$ cat src/rtl/regfile_wb_arbiter.sv
// Register-file writeback arbiter.
// Two writeback sources (ALU and load/MEM) each have a 1-entry hold buffer.
// At most one hold is written per cycle, oldest first, and the loser becomes
// the oldest, so it waits at most one cycle. Pending-write flags per decode
// read address let decode detect a RAW hazard on a write still in flight.
// Optional feature macro: WB_BYPASS_EN adds forwarding outputs
// (rsN_fwd_valid / rsN_fwd_data) carrying the youngest matching held value.
module regfile_wb_arbiter #(
  parameter int DATA_W = 32,
  parameter int ADDR_W = 5
) (
  input  logic              clk,
  input  logic              rst_n,
  input  logic              alu_valid,
  input  logic [ADDR_W-1:0] alu_addr,
  input  logic [DATA_W-1:0] alu_data,
  output logic              alu_ready,
  input  logic              mem_valid,
  input  logic [ADDR_W-1:0] mem_addr,
  input  logic [DATA_W-1:0] mem_data,
  output logic              mem_ready,
  output logic              rf_we,
  output logic [ADDR_W-1:0] rf_w_addr,
  output logic [DATA_W-1:0] rf_w_data,
  input  logic [ADDR_W-1:0] rs1_addr,
  input  logic [ADDR_W-1:0] rs2_addr,
`ifdef WB_BYPASS_EN
  output logic              rs1_fwd_valid,
  output logic              rs2_fwd_valid,
  output logic [DATA_W-1:0] rs1_fwd_data,
  output logic [DATA_W-1:0] rs2_fwd_data,
`endif
  output logic              rs1_pending,
  output logic              rs2_pending
);

  typedef struct packed {
    logic              v;
    logic [ADDR_W-1:0] addr;
    logic [DATA_W-1:0] data;
  } hold_t;

  hold_t h_alu, h_mem;
  logic  alu_older, older_nxt;
  logic  grant_alu, grant_mem;
  logic  acc_alu, acc_mem, load_alu, load_mem;

  // Grant depends on held state only; a lone hold wins, otherwise the older one.
  always_comb begin
    grant_alu = h_alu.v & (~h_mem.v | alu_older);
    grant_mem = h_mem.v & (~h_alu.v | ~alu_older);
  end

  // A hold can take a new entry when empty or when it is draining this cycle.
  // Held low through reset so nothing is accepted while rst_n is asserted.
  assign alu_ready = rst_n & (~h_alu.v | grant_alu);
  assign mem_ready = rst_n & (~h_mem.v | grant_mem);

  assign acc_alu  = alu_valid & alu_ready;
  assign acc_mem  = mem_valid & mem_ready;
  // Writes to x0 are accepted and dropped; they never occupy a hold.
  assign load_alu = acc_alu & (alu_addr != '0);
  assign load_mem = acc_mem & (mem_addr != '0);

  // ALU hold: load on accept, otherwise clear once its write is granted.
  always_ff @(posedge clk or negedge rst_n) begin
    if (!rst_n) begin
      h_alu <= '0;
    end else if (acc_alu) begin
      h_alu.v    <= load_alu;
      h_alu.addr <= alu_addr;
      h_alu.data <= alu_data;
    end else if (grant_alu) begin
      h_alu.v <= 1'b0;
    end
  end

  // MEM hold: same policy as the ALU hold.
  always_ff @(posedge clk or negedge rst_n) begin
    if (!rst_n) begin
      h_mem <= '0;
    end else if (acc_mem) begin
      h_mem.v    <= load_mem;
      h_mem.addr <= mem_addr;
      h_mem.data <= mem_data;
    end else if (grant_mem) begin
      h_mem.v <= 1'b0;
    end
  end

  // Age tracking: a new entry is younger only if the other hold stays valid
  // and ungranted across the edge; simultaneous loads make MEM the older.
  always_comb begin
    older_nxt = alu_older;
    if (load_alu && load_mem)
      older_nxt = 1'b0;
    else if (load_alu)
      older_nxt = ~(h_mem.v & ~grant_mem);
    else if (load_mem)
      older_nxt = h_alu.v & ~grant_alu;
  end

  // Age bit register.
  always_ff @(posedge clk or negedge rst_n) begin
    if (!rst_n) alu_older <= 1'b0;
    else        alu_older <= older_nxt;
  end

  // Register-file write port driven from the granted hold, zero when idle.
  always_comb begin
    rf_we     = grant_alu | grant_mem;
    rf_w_addr = '0;
    rf_w_data = '0;
    if (grant_alu) begin
      rf_w_addr = h_alu.addr;
      rf_w_data = h_alu.data;
    end else if (grant_mem) begin
      rf_w_addr = h_mem.addr;
      rf_w_data = h_mem.data;
    end
  end

  logic m1_alu, m1_mem, m2_alu, m2_mem;

  // Hazard match per read port; x0 never matches. Includes the entry being
  // written this cycle since the RF only sees it at the next edge.
  always_comb begin
    m1_alu = (rs1_addr != '0) & h_alu.v & (h_alu.addr == rs1_addr);
    m1_mem = (rs1_addr != '0) & h_mem.v & (h_mem.addr == rs1_addr);
    m2_alu = (rs2_addr != '0) & h_alu.v & (h_alu.addr == rs2_addr);
    m2_mem = (rs2_addr != '0) & h_mem.v & (h_mem.addr == rs2_addr);
  end

  assign rs1_pending = m1_alu | m1_mem;
  assign rs2_pending = m2_alu | m2_mem;

`ifdef WB_BYPASS_EN
  // Forward the youngest matching held value; when both match, the younger
  // is the one that is not the older.
  always_comb begin
    rs1_fwd_data = '0;
    rs2_fwd_data = '0;
    if (m1_alu && m1_mem) rs1_fwd_data = alu_older ? h_mem.data : h_alu.data;
    else if (m1_alu)      rs1_fwd_data = h_alu.data;
    else if (m1_mem)      rs1_fwd_data = h_mem.data;
    if (m2_alu && m2_mem) rs2_fwd_data = alu_older ? h_mem.data : h_alu.data;
    else if (m2_alu)      rs2_fwd_data = h_alu.data;
    else if (m2_mem)      rs2_fwd_data = h_mem.data;
  end

  assign rs1_fwd_valid = rs1_pending;
  assign rs2_fwd_valid = rs2_pending;
`endif

endmodule

$ cat config.mk
export PLATFORM = sky130hd
export DESIGN_NAME = regfile_wb_arbiter
export DESIGN_NICKNAME = d
export VERILOG_FILES = /design/src/rtl/regfile_wb_arbiter.sv
export SDC_FILE = /design/constraint.sdc
export NUM_CORES = 1
export LEC_CHECK = 0
export CAP_MARGIN = 10
export CORE_MARGIN = 2
export CORE_UTILIZATION = 44
export CTS_CLUSTER_SIZE = 24
export DETAILED_ROUTE_END_ITERATION = 8
export PLACE_DENSITY = 0.79
export SLEW_MARGIN = 30
export SYNTH_ARGS = -nofsm -noshare
export SYNTH_HDL_FRONTEND = slang
export SYNTH_SLANG_ARGS = --single-unit
$ cat constraint.sdc
create_clock -name clk -period 1.7 [get_ports clk]
set_input_delay 0.17 -clock clk [delete_from_list [all_inputs] [get_ports clk]]
set_output_delay 0.17 -clock clk [all_outputs]
set_load 0.01 [all_outputs]
==> flow_metrics.py, run 1 <==
metrics = {
    "worst_setup_path": {
        "crit_slowest_cell": "dfrtp_2",
        "worstSetupPathType": "reg -> out",
        "cp_cell_sequence": "xor2_1 -> nor4_1 -> nand3_1 -> a21oi_1 -> buf_2",
        "crit_required_ps": 1530,
        "r2r_cells": 7,
        "path_buf_inv": 1,
        "reg2reg_from": "alu_older",
        "path_max_fanout": 4,
        "rr_endpoint": "h_alu[22]",
        "cp-start-kind": "flip-flop",
        "r2r_slack_ps": -130,
        "critPathCaptureType": "output port",
        "critPathArrivalTime_ps": 1720,
        "critical_path.max_stage_delay_ps": 460,
        "critPathTopFamily": "flip-flops",
    },
    "clocking": {
        "ctsRootBufferMaster": "clkbuf_8",
        "cts_buffer_depth": 2,
        "htreeDepth": 3,
        "clock_sinks": 77,
        "clkLatencyLatePin_ps": 350,
        "clk_pin_slew_ps": 80,
        "cts_tree": "built",
        "cts_made_buffers": 9,
    },
    "global_routing": {
        "grt_usage_pct": 24.6,
        "antenna_found_initial": 0,
        "grt_overflow": 0,
        "grt_max_degree": 58,
        "first_global_vias": 3408,
        "grt_pass1_wl_mm": 16.9,
    },
    "placement": {
        "port_buffers": 129,
        "gp_routability_congestion": 0.815,
        "dpl_cell_area_sq_mm": 0.00532,
        "dpl.hpwl_mm": 7.14,
        "pre_cts_ws_ps": -411,
    },
    "synth": {
        "yosysUniqueCellTypes": 29,
        "postSynthAreaPerCell_sq_um": 10.9,
        "yosys_warnings": 0,
        "netlist_instances": 342,
        "ys_seq_area_share_pct": 51.7,
        "synth_edf_count": 0,
        "synth_area_sq_mm": 0.00373,
        "ys_seq_elements": 77,
        "synthArstFlopShare_pct": 100,
        "synth_flop_cell": "dfrtp_1",
        "synth_nets": 430,
    },
    "pwr": {
        "leakage_nw": 2.90,
        "worst_ir_drop_vdd_mv": 0.641,
        "power-per-cell-area_mw_per_mm2": 951,
        "power_mw": 5.59,
    },
    "route": {
        "drc_errors": 0,
        "wirelength_mm": 11.5,
        "ant_nets": 0,
        "drtIter0Drc": 140,
        "vias": 3334,
        "dr.pass1.iters": 5,
        "viasPerCell": 5.28,
        "wire_per_inst_um": 18.2,
    },
    "outcome": {
        "status": "complete, but fails checks",
        "violations": "setup timing",
    },
    "flow_run": {
        "maxCapViolCount": 0,
    },
    "timing": {
        "tightest_slew_ps": 721,
        "slew-limit-headroom_pct": 51.9,
        "skew_ps": 5.04,
        "period_share_pct": 111,
        "fin_crit_ps": 1890,
        "report.final.hold_viol_count": 0,
        "finalSetupViolCount": 76,
        "clock.fmax_ghz": 0.528,
        "rsz0062_at_grt": "true",
        "drv_slew": 0,
        "worst_slack_ps": -194,
    },
    "floorplanning": {
        "die_width_um": 96.0,
        "io_pins": 130,
        "start_util_pct": 45.3,
        "die_area_sq_mm": 0.00922,
        "row_count": 33,
        "coreArea_sq_mm": 0.00822,
        "fp.dieH_um": 96.0,
    },
    "cells_and_area": {
        "antennaDiodeCount": 0,
        "fillers": 617,
        "finalInstanceArea_sq_mm": 0.00587,
        "drive_above_1_share_pct": 32.1,
        "final_cell_mix": "nand2_1 (114), clkdlybuf4s50_1 (86), dfrtp_1 (74), a22o_1 (37), mux2_4 (37)",
        "final_common_cell": "nand2_1",
        "fin_nets": 609,
        "areaGrowthSynthToFinish_pct": 57.7,
        "fin_util_pct": 71.5,
    },
    "hold_path": {
        "worst_hold_path_type": "in -> async",
    },
}
==> worst max path at each step <==
| stage | startpoint | end | cells after the start |
|---|---|---|---|
| after global placement | rs2_addr[0] | rs2_pending | 6 |
| after floorplan | h_alu[37] | h_alu[15] | 6 |
| after global routing | h_mem[32] | rs2_pending | 5 |
| after CTS | h_alu[33] | rs2_pending | 5 |
| final | h_mem[35] | rs2_pending | 5 |
| after detailed placement | rs2_addr[0] | rs2_pending | 6 |
==> flip-flops by register name (all words and copies together), names as in the netlist <==
register,count
h_alu,38
h_mem,38
alu_older,1
==> logic make-up (layout without fill, tap and decap cells) <==
group           after synthesis  count (layout)  synth area share, %
compound gates               46              46                 10.4
xor+xnor                     20              20                 4.70
buf+inv                      21             205                 3.76
flops                        77              77                 51.7
mux                          37              37                 13.2
simple gates                141             141                 16.2
==> layer usage <==
layer  vias to the layer above  track usage [%]  wire length (um)
li1                       1531                -                 -
met1                      1668             31.4              4780
met2                       117             41.2              5830
met3                        18             5.87               678
met4                         0             7.86               193
met5                         -                0                 0
==> cell usage after synthesis (4+ instances only) <==
| master | n | area, sq um |
|---|---|---|
| nand3_1 | 7 | 35.0 |
| buf_2 | 13 | 65.1 |
| nor4_1 | 4 | 25.0 |
| mux2_2 | 17 | 191 |
| mux2_4 | 20 | 300 |
| nor2_1 | 4 | 15.0 |
| dfrtp_1 | 77 | 1930 |
| xnor2_1 | 4 | 35.0 |
| xor2_1 | 16 | 140 |
| nand2_1 | 114 | 428 |
| a22o_1 | 37 | 324 |
==> layout make-up <==
cell class | instances | area (sq um) | area share (%)
Sequential cell | 77 | 1930 | 32.9
Timing Repair Buffer | 188 | 1780 | 30.3
Multi-Input combinational cell | 244 | 1780 | 30.2
Clock buffer | 11 | 141 | 2.41
Tap cell | 105 | 131 | 2.24
Clock inverter | 5 | 106 | 1.81
Inverter | 1 | 6.26 | 0.106
==> power by group <==
part / switching, mW / leakage, nW / total, mW / internal [mW]
clock network: 0.669 / 0.120 / 1.69 / 1.02
logic: 0.641 / 1.85 / 1.58 / 0.943
registers: 0.202 / 0.927 / 2.31 / 2.11
total: 1.51 / 2.90 / 5.59 / 4.07
==> repair_timing <==
action,in CTS,in global routing
gates cloned,5,6
hold buffers,1,0
setup endpoints to repair,42,80
pin swaps,40,11
setup buffers,16,5
resized for setup,193,35
hold endpoints to repair,20,0
==> worst reg2reg max path, stage by stage (launching register included) <==
cell and delay (ps):
dfrtp_1 400, buf_6 130, buf_6 100, buf_6 100
nand3b_4 130, and3_4 350, clkbuf_16 220, mux2_4 300
==> stage by stage <==
stage               TNS [ps]  instances  hold slack, ps
floorplan                  0        342            -126
global placement       -2540        588            47.9
detailed placement     -3130        588            48.6
CTS                    -2690        625             208
global route          -12310        631             227
finish                 -7110        631             220
Power figures use the tool's default switching activity.
==> run 2: changes to the inputs <==
Clock period 1.7 ns to 2 ns, I/O delays scaled along.
==> run 2 against run 1 <==
Compared with the run above: the flow now finishes without violations; sequential cell count is the same; power shrank 24%; first-iteration DRC count grew 2.9%; sequential share of layout area grew 2.8 points; routed wire length shrank 13%; register-to-register slack gained 330 ps; non-clock buffer count shrank 37; critical path depth shrank 1.
==> flow_metrics.py, run 2 (synthesis results as in run 1) <==
metrics = {
    "worst_setup_path": {
        "crit_end": "alu_ready",
        "crit_slowest_cell": "clkdlybuf4s50_1",
        "critPathCaptureType": "output port",
        "cp-start-kind": "flip-flop",
        "crit_required_ps": 1800,
        "path_max_fanout": 4,
        "r2r_cells": 6,
        "critical_path.max_stage_delay_ps": 490,
        "cp_cell_sequence": "buf_4 -> nand3b_4 -> and2_1 -> clkdlybuf4s50_1",
        "critPathArrivalTime_ps": 1740,
        "reg2reg_from": "h_mem[37]",
        "rr_endpoint": "h_mem[20]",
        "startpoint": "alu_older",
        "r2r_slack_ps": 200,
        "worstSetupPathType": "reg -> out",
    },
    "cells_and_area": {
        "reg_top3": "h_alu: 38 flops, h_mem: 38 flops, alu_older: 1 flops",
        "fin_nets": 572,
        "drive_above_1_share_pct": 18.8,
        "final_cell_mix": "nand2_1 (114), clkdlybuf4s50_1 (88), dfrtp_1 (70), dlygate4sd2_1 (38), a22o_1 (37)",
        "final_common_cell": "nand2_1",
        "areaGrowthSynthToFinish_pct": 45.5,
        "antennaDiodeCount": 0,
    },
    "route": {
        "wl_met1_mm": 4.19,
        "dr_wl_met3_um": 674,
        "dr.pass1.iters": 4,
        "viasPerCell": 5.24,
        "vias": 3113,
        "top_layer": "met4",
        "drc_errors": 0,
        "drtIter0Drc": 144,
        "ant_nets": 0,
        "wire_per_inst_um": 16.9,
        "wirelength_mm": 10.0,
        "wl_met2_mm": 4.99,
    },
    "placement": {
        "gp_routability_congestion": 0.777,
        "dpl.hpwl_mm": 7.23,
        "port_buffers": 129,
        "pre_cts_ws_ps": -227,
    },
    "clocking": {
        "clk_pin_slew_ps": 80,
        "clock_sinks": 77,
        "cts_buffer_depth": 2,
        "htreeDepth": 3,
        "ctsRootBufferMaster": "clkbuf_8",
        "clkLatencyLatePin_ps": 350,
        "cts_made_buffers": 9,
        "cts_tree": "built",
    },
    "global_routing": {
        "grt_pass1_wl_mm": 15.9,
        "first_global_vias": 3375,
        "grt_overflow": 0,
        "grt_usage_pct": 22.7,
        "antenna_found_initial": 0,
        "grt_max_degree": 53,
    },
    "timing": {
        "clock.fmax_ghz": 0.516,
        "period_share_pct": 96.8,
        "whs_ps": 271,
        "finalSetupViolCount": 0,
        "drv_slew": 0,
        "fin_crit_ps": 1940,
        "worst_slack_ps": 63.1,
        "tns_ps": 0,
        "skew_ps": 6.44,
        "slew-limit-headroom_pct": 56.7,
        "report.final.hold_viol_count": 0,
        "rsz0062_at_grt": "false",
        "tightest_slew_ps": 649,
    },
    "floorplanning": {
        "die_area_sq_mm": 0.00922,
        "start_util_pct": 45.3,
        "fp.dieH_um": 96.0,
        "io_pins": 130,
        "coreArea_sq_mm": 0.00822,
        "row_count": 33,
        "die_width_um": 96.0,
    },
    "pwr": {
        "worst_ir_drop_vdd_mv": 0.486,
        "leakage_nw": 2.63,
        "power-per-cell-area_mw_per_mm2": 783,
    },
    "outcome": {
        "status": "finished, final reports clean",
    },
    "hold_path": {
        "worst_hold_path_type": "in -> async",
    },
    "flow_run": {
        "maxCapViolCount": 0,
    },
}
run 2: critical path, delay by kind of cell (launching register included):
kind | cells | cell delay, ps
flops | 1 | 430
simple gates | 2 | 320
buf+inv | 2 | 640
run 2: repair_timing:
item                                   4_1_cts  5_1_grt
setup endpoints to repair                   40        1
resized for setup                           52        4
endpoints found under the hold margin       25        0
setup buffers                                2        0
hold buffers                                 1        0
pin swaps                                    1        1
gates cloned                                 0        0
run 2: layer usage:
layer	up-vias	track usage, %
li1	1453	-
met1	1528	27.0
met3	18	5.56
met4	0	8.45
met2	114	39.7
met5	-	0
run 2: how the worst min path moves through the flow:
stage / from / end / depth (start not counted)
2_1_floorplan: rst_n / alu_older / 0
3_3_place_gp: rst_n / h_mem[37] / 1
3_5_place_dp: rst_n / h_mem[37] / 1
4_1_cts: rst_n / h_alu[34] / 2
5_1_grt: rst_n / h_alu[34] / 2
6_report: rst_n / h_alu[34] / 2
run 2: cell type report:
cell class | instances | area (sq um)
fillers | 663 | 2800
flip-flops and latches | 77 | 1940
multi-input cells | 244 | 1690
repair buffers | 151 | 1460
clock buffers | 11 | 141
well taps | 105 | 131
clock inverters | 5 | 60.1
inverters | 1 | 3.75
run 2: per-stage QoR:
stage	util, %	area (sq um)	power (mW)	cells
finish	66.0	5420	4.24	594
floorplan	-	3730	2.53	342
CTS	66.0	5420	4.28	594
global placement	63.6	5220	3.11	575
global route	66.0	5420	4.45	594
detailed placement	63.6	5220	3.15	575
run 2: report_power, final:
group,switching (mW),leakage [nW],total [mW],internal [mW]
clock,0.572,0.0878,1.18,0.610
sequential,0.171,0.923,1.97,1.80
combinational,0.462,1.61,1.10,0.634
==> run 3: changes to the inputs <==
Settings changed: CORE_ASPECT_RATIO set to 0.5.
==> run 3 against run 2 <==
Compared with the run above: highest routed layer unchanged; clock power is 36% higher; setup slack got worse by 52 ps; register-to-register slack worse by 30 ps; largest cell class unchanged; clock skew barely moved; first-iteration DRC count up 13%; design area increased by 5.1%.
==> flow_metrics.py, run 3 (synthesis results as in run 1) <==
metrics = {
    "hold_path": {
        "worst_hold_path_type": "in -> reg",
    },
    "timing": {
        "fin_crit_ps": 1990,
        "finalSetupViolCount": 0,
        "worst_slack_ps": 11.0,
        "rsz0062_at_grt": "true",
        "slew-limit-headroom_pct": 71.8,
        "period_share_pct": 99.4,
        "report.final.hold_viol_count": 0,
        "drv_slew": 0,
        "tightest_slew_ps": 423,
        "skew_ps": 6.74,
        "clock.fmax_ghz": 0.503,
    },
    "global_routing": {
        "grt_overflow": 0,
        "grt_pass1_wl_mm": 17.0,
        "grt_max_degree": 34,
        "first_global_vias": 3368,
        "grt_usage_pct": 23.6,
        "antenna_found_initial": 0,
    },
    "clocking": {
        "cts_made_buffers": 9,
        "cts_buffer_depth": 2,
        "cts_tree": "built",
        "htreeDepth": 3,
        "clock_sinks": 77,
        "clkLatencyLatePin_ps": 340,
        "ctsRootBufferMaster": "clkbuf_16",
        "clk_pin_slew_ps": 60,
    },
    "floorplanning": {
        "start_util_pct": 45.9,
        "coreArea_sq_mm": 0.00812,
        "io_pins": 130,
        "die_area_sq_mm": 0.00927,
        "fp.dieH_um": 69.1,
        "die_width_um": 134,
        "row_count": 23,
    },
    "placement": {
        "port_buffers": 129,
        "gp_routability_congestion": 0.795,
        "dpl_cell_area_sq_mm": 0.00523,
        "pre_cts_ws_ps": -112,
        "dpl.hpwl_mm": 7.20,
        "place_inst": 588,
    },
    "route": {
        "ant_nets": 0,
        "wirelength_mm": 10.6,
        "wire_per_inst_um": 16.9,
        "dr.pass1.iters": 4,
        "viasPerCell": 5.12,
        "drtIter0Drc": 162,
        "drc_errors": 0,
        "vias": 3203,
    },
    "worst_setup_path": {
        "critPathCaptureType": "output port",
        "cp_cell_sequence": "inv_2 -> a21boi_4 -> buf_4 -> buf_6 -> buf_4 -> a22o_1 -> clkdlybuf4s15_2",
        "crit_slowest_cell": "dfrtp_2",
        "critical_path.max_stage_delay_ps": 410,
        "path_max_fanout": 6,
        "critPathArrivalTime_ps": 1790,
        "worstSetupPathType": "reg -> out",
        "cp-start-kind": "flip-flop",
        "crit_required_ps": 1800,
        "crit_top_cell": "buf_4",
    },
    "pwr": {
        "power_frac_comb_pct": 24.8,
        "power_mw": 4.76,
        "p_int_mw": 3.46,
        "clockPowerShare_pct": 33.8,
        "swShare_pct": 27.3,
        "power-per-cell-area_mw_per_mm2": 835,
        "leakage_nw": 2.76,
        "seq_power_share_pct": 41.4,
        "switchingPower_mw": 1.30,
        "worst_ir_drop_vdd_mv": 0.537,
    },
    "cells_and_area": {
        "finalInstanceArea_sq_mm": 0.00570,
        "fin_nets": 596,
        "final_common_cell": "nand2_1",
        "antennaDiodeCount": 0,
        "stdcell_count": 625,
        "drive_above_1_share_pct": 24.8,
        "areaGrowthSynthToFinish_pct": 52.9,
        "reg_top3": "h_alu: 38 flops, h_mem: 38 flops, alu_older: 1 flops",
        "final_cell_mix": "nand2_1 (114), clkdlybuf4s50_1 (87), dfrtp_1 (68), a22o_1 (37), buf_4 (36)",
    },
    "flow_run": {
        "maxCapViolCount": 0,
    },
    "outcome": {
        "status": "finished, final reports clean",
    },
}
-- run 3: power by group through the flow --
stage	Sequential, mW	Combinational (mW)	Clock, mW
2_1_floorplan	1.94	0.595	0
3_3_place_gp	1.98	1.12	0
3_5_place_dp	1.99	1.14	0
4_1_cts	1.97	1.16	1.63
5_1_grt	2.00	1.27	1.70
6_report	1.97	1.18	1.61
-- run 3: critical path: cells and delay by family, from the launching register on --
family	cells	cell delay [ps]
buffers and inverters	5	660
DFF	1	410
AOI/OAI and AO/OA	2	380
-- run 3: worst paths after layout --
| check | start | endpoint | slack [ps] | depth (start not counted) |
|---|---|---|---|---|
| min in group asynchronous | rst_n | h_alu[0] | 420 | 3 |
| max | alu_older | rf_w_data[9] | 10 | 7 |
| min reg2reg | h_mem[1] | h_mem[1] | 480 | 2 |
| max reg2reg | h_mem[37] | h_alu[5] | 170 | 6 |
| min | mem_data[13] | h_mem[13] | 390 | 3 |
| max in group asynchronous | rst_n | h_alu[32] | 1160 | 3 |
-- run 3: cell type report --
class                      count  area [sq um]
multi-input combinational    244          1680
fill                         636          2420
inverter                       1          3.75
sequential                    77          1940
tap                          112           140
clock inverter                 6          62.6
clock buffer                  10           229
timing repair buffer         175          1640
-- run 3: per-stage QoR --
stage | util [%] | TNS (ps) | hold WS (ps)
floorplan | - | 0 | -95.6
global placement | 64.5 | -212 | 241
detailed placement | 64.5 | -214 | 238
CTS | 69.8 | 0 | 379
global route | 70.2 | -219 | 404
finish | 70.2 | 0 | 389
-- run 3: per-layer routing --
layer,share of wire [%],up-vias,routed length [um],track usage [%]
met4,1.9,0,199,8.42
met1,43,1578,4590,29.7
met5,0,-,0,0
met3,4.0,17,426,4.86
li1,-,1510,-,-
met2,51,98,5360,40.6
-- run 3: timing repair --
action | CTS | global route
gates cloned | 2 | 0
gates resized for setup | 81 | 8
pin swaps | 1 | 4
setup buffers | 14 | 4
endpoints found under the hold margin | 77 | 0
hold buffers | 1 | 0
endpoints found under the setup margin | 41 | 16
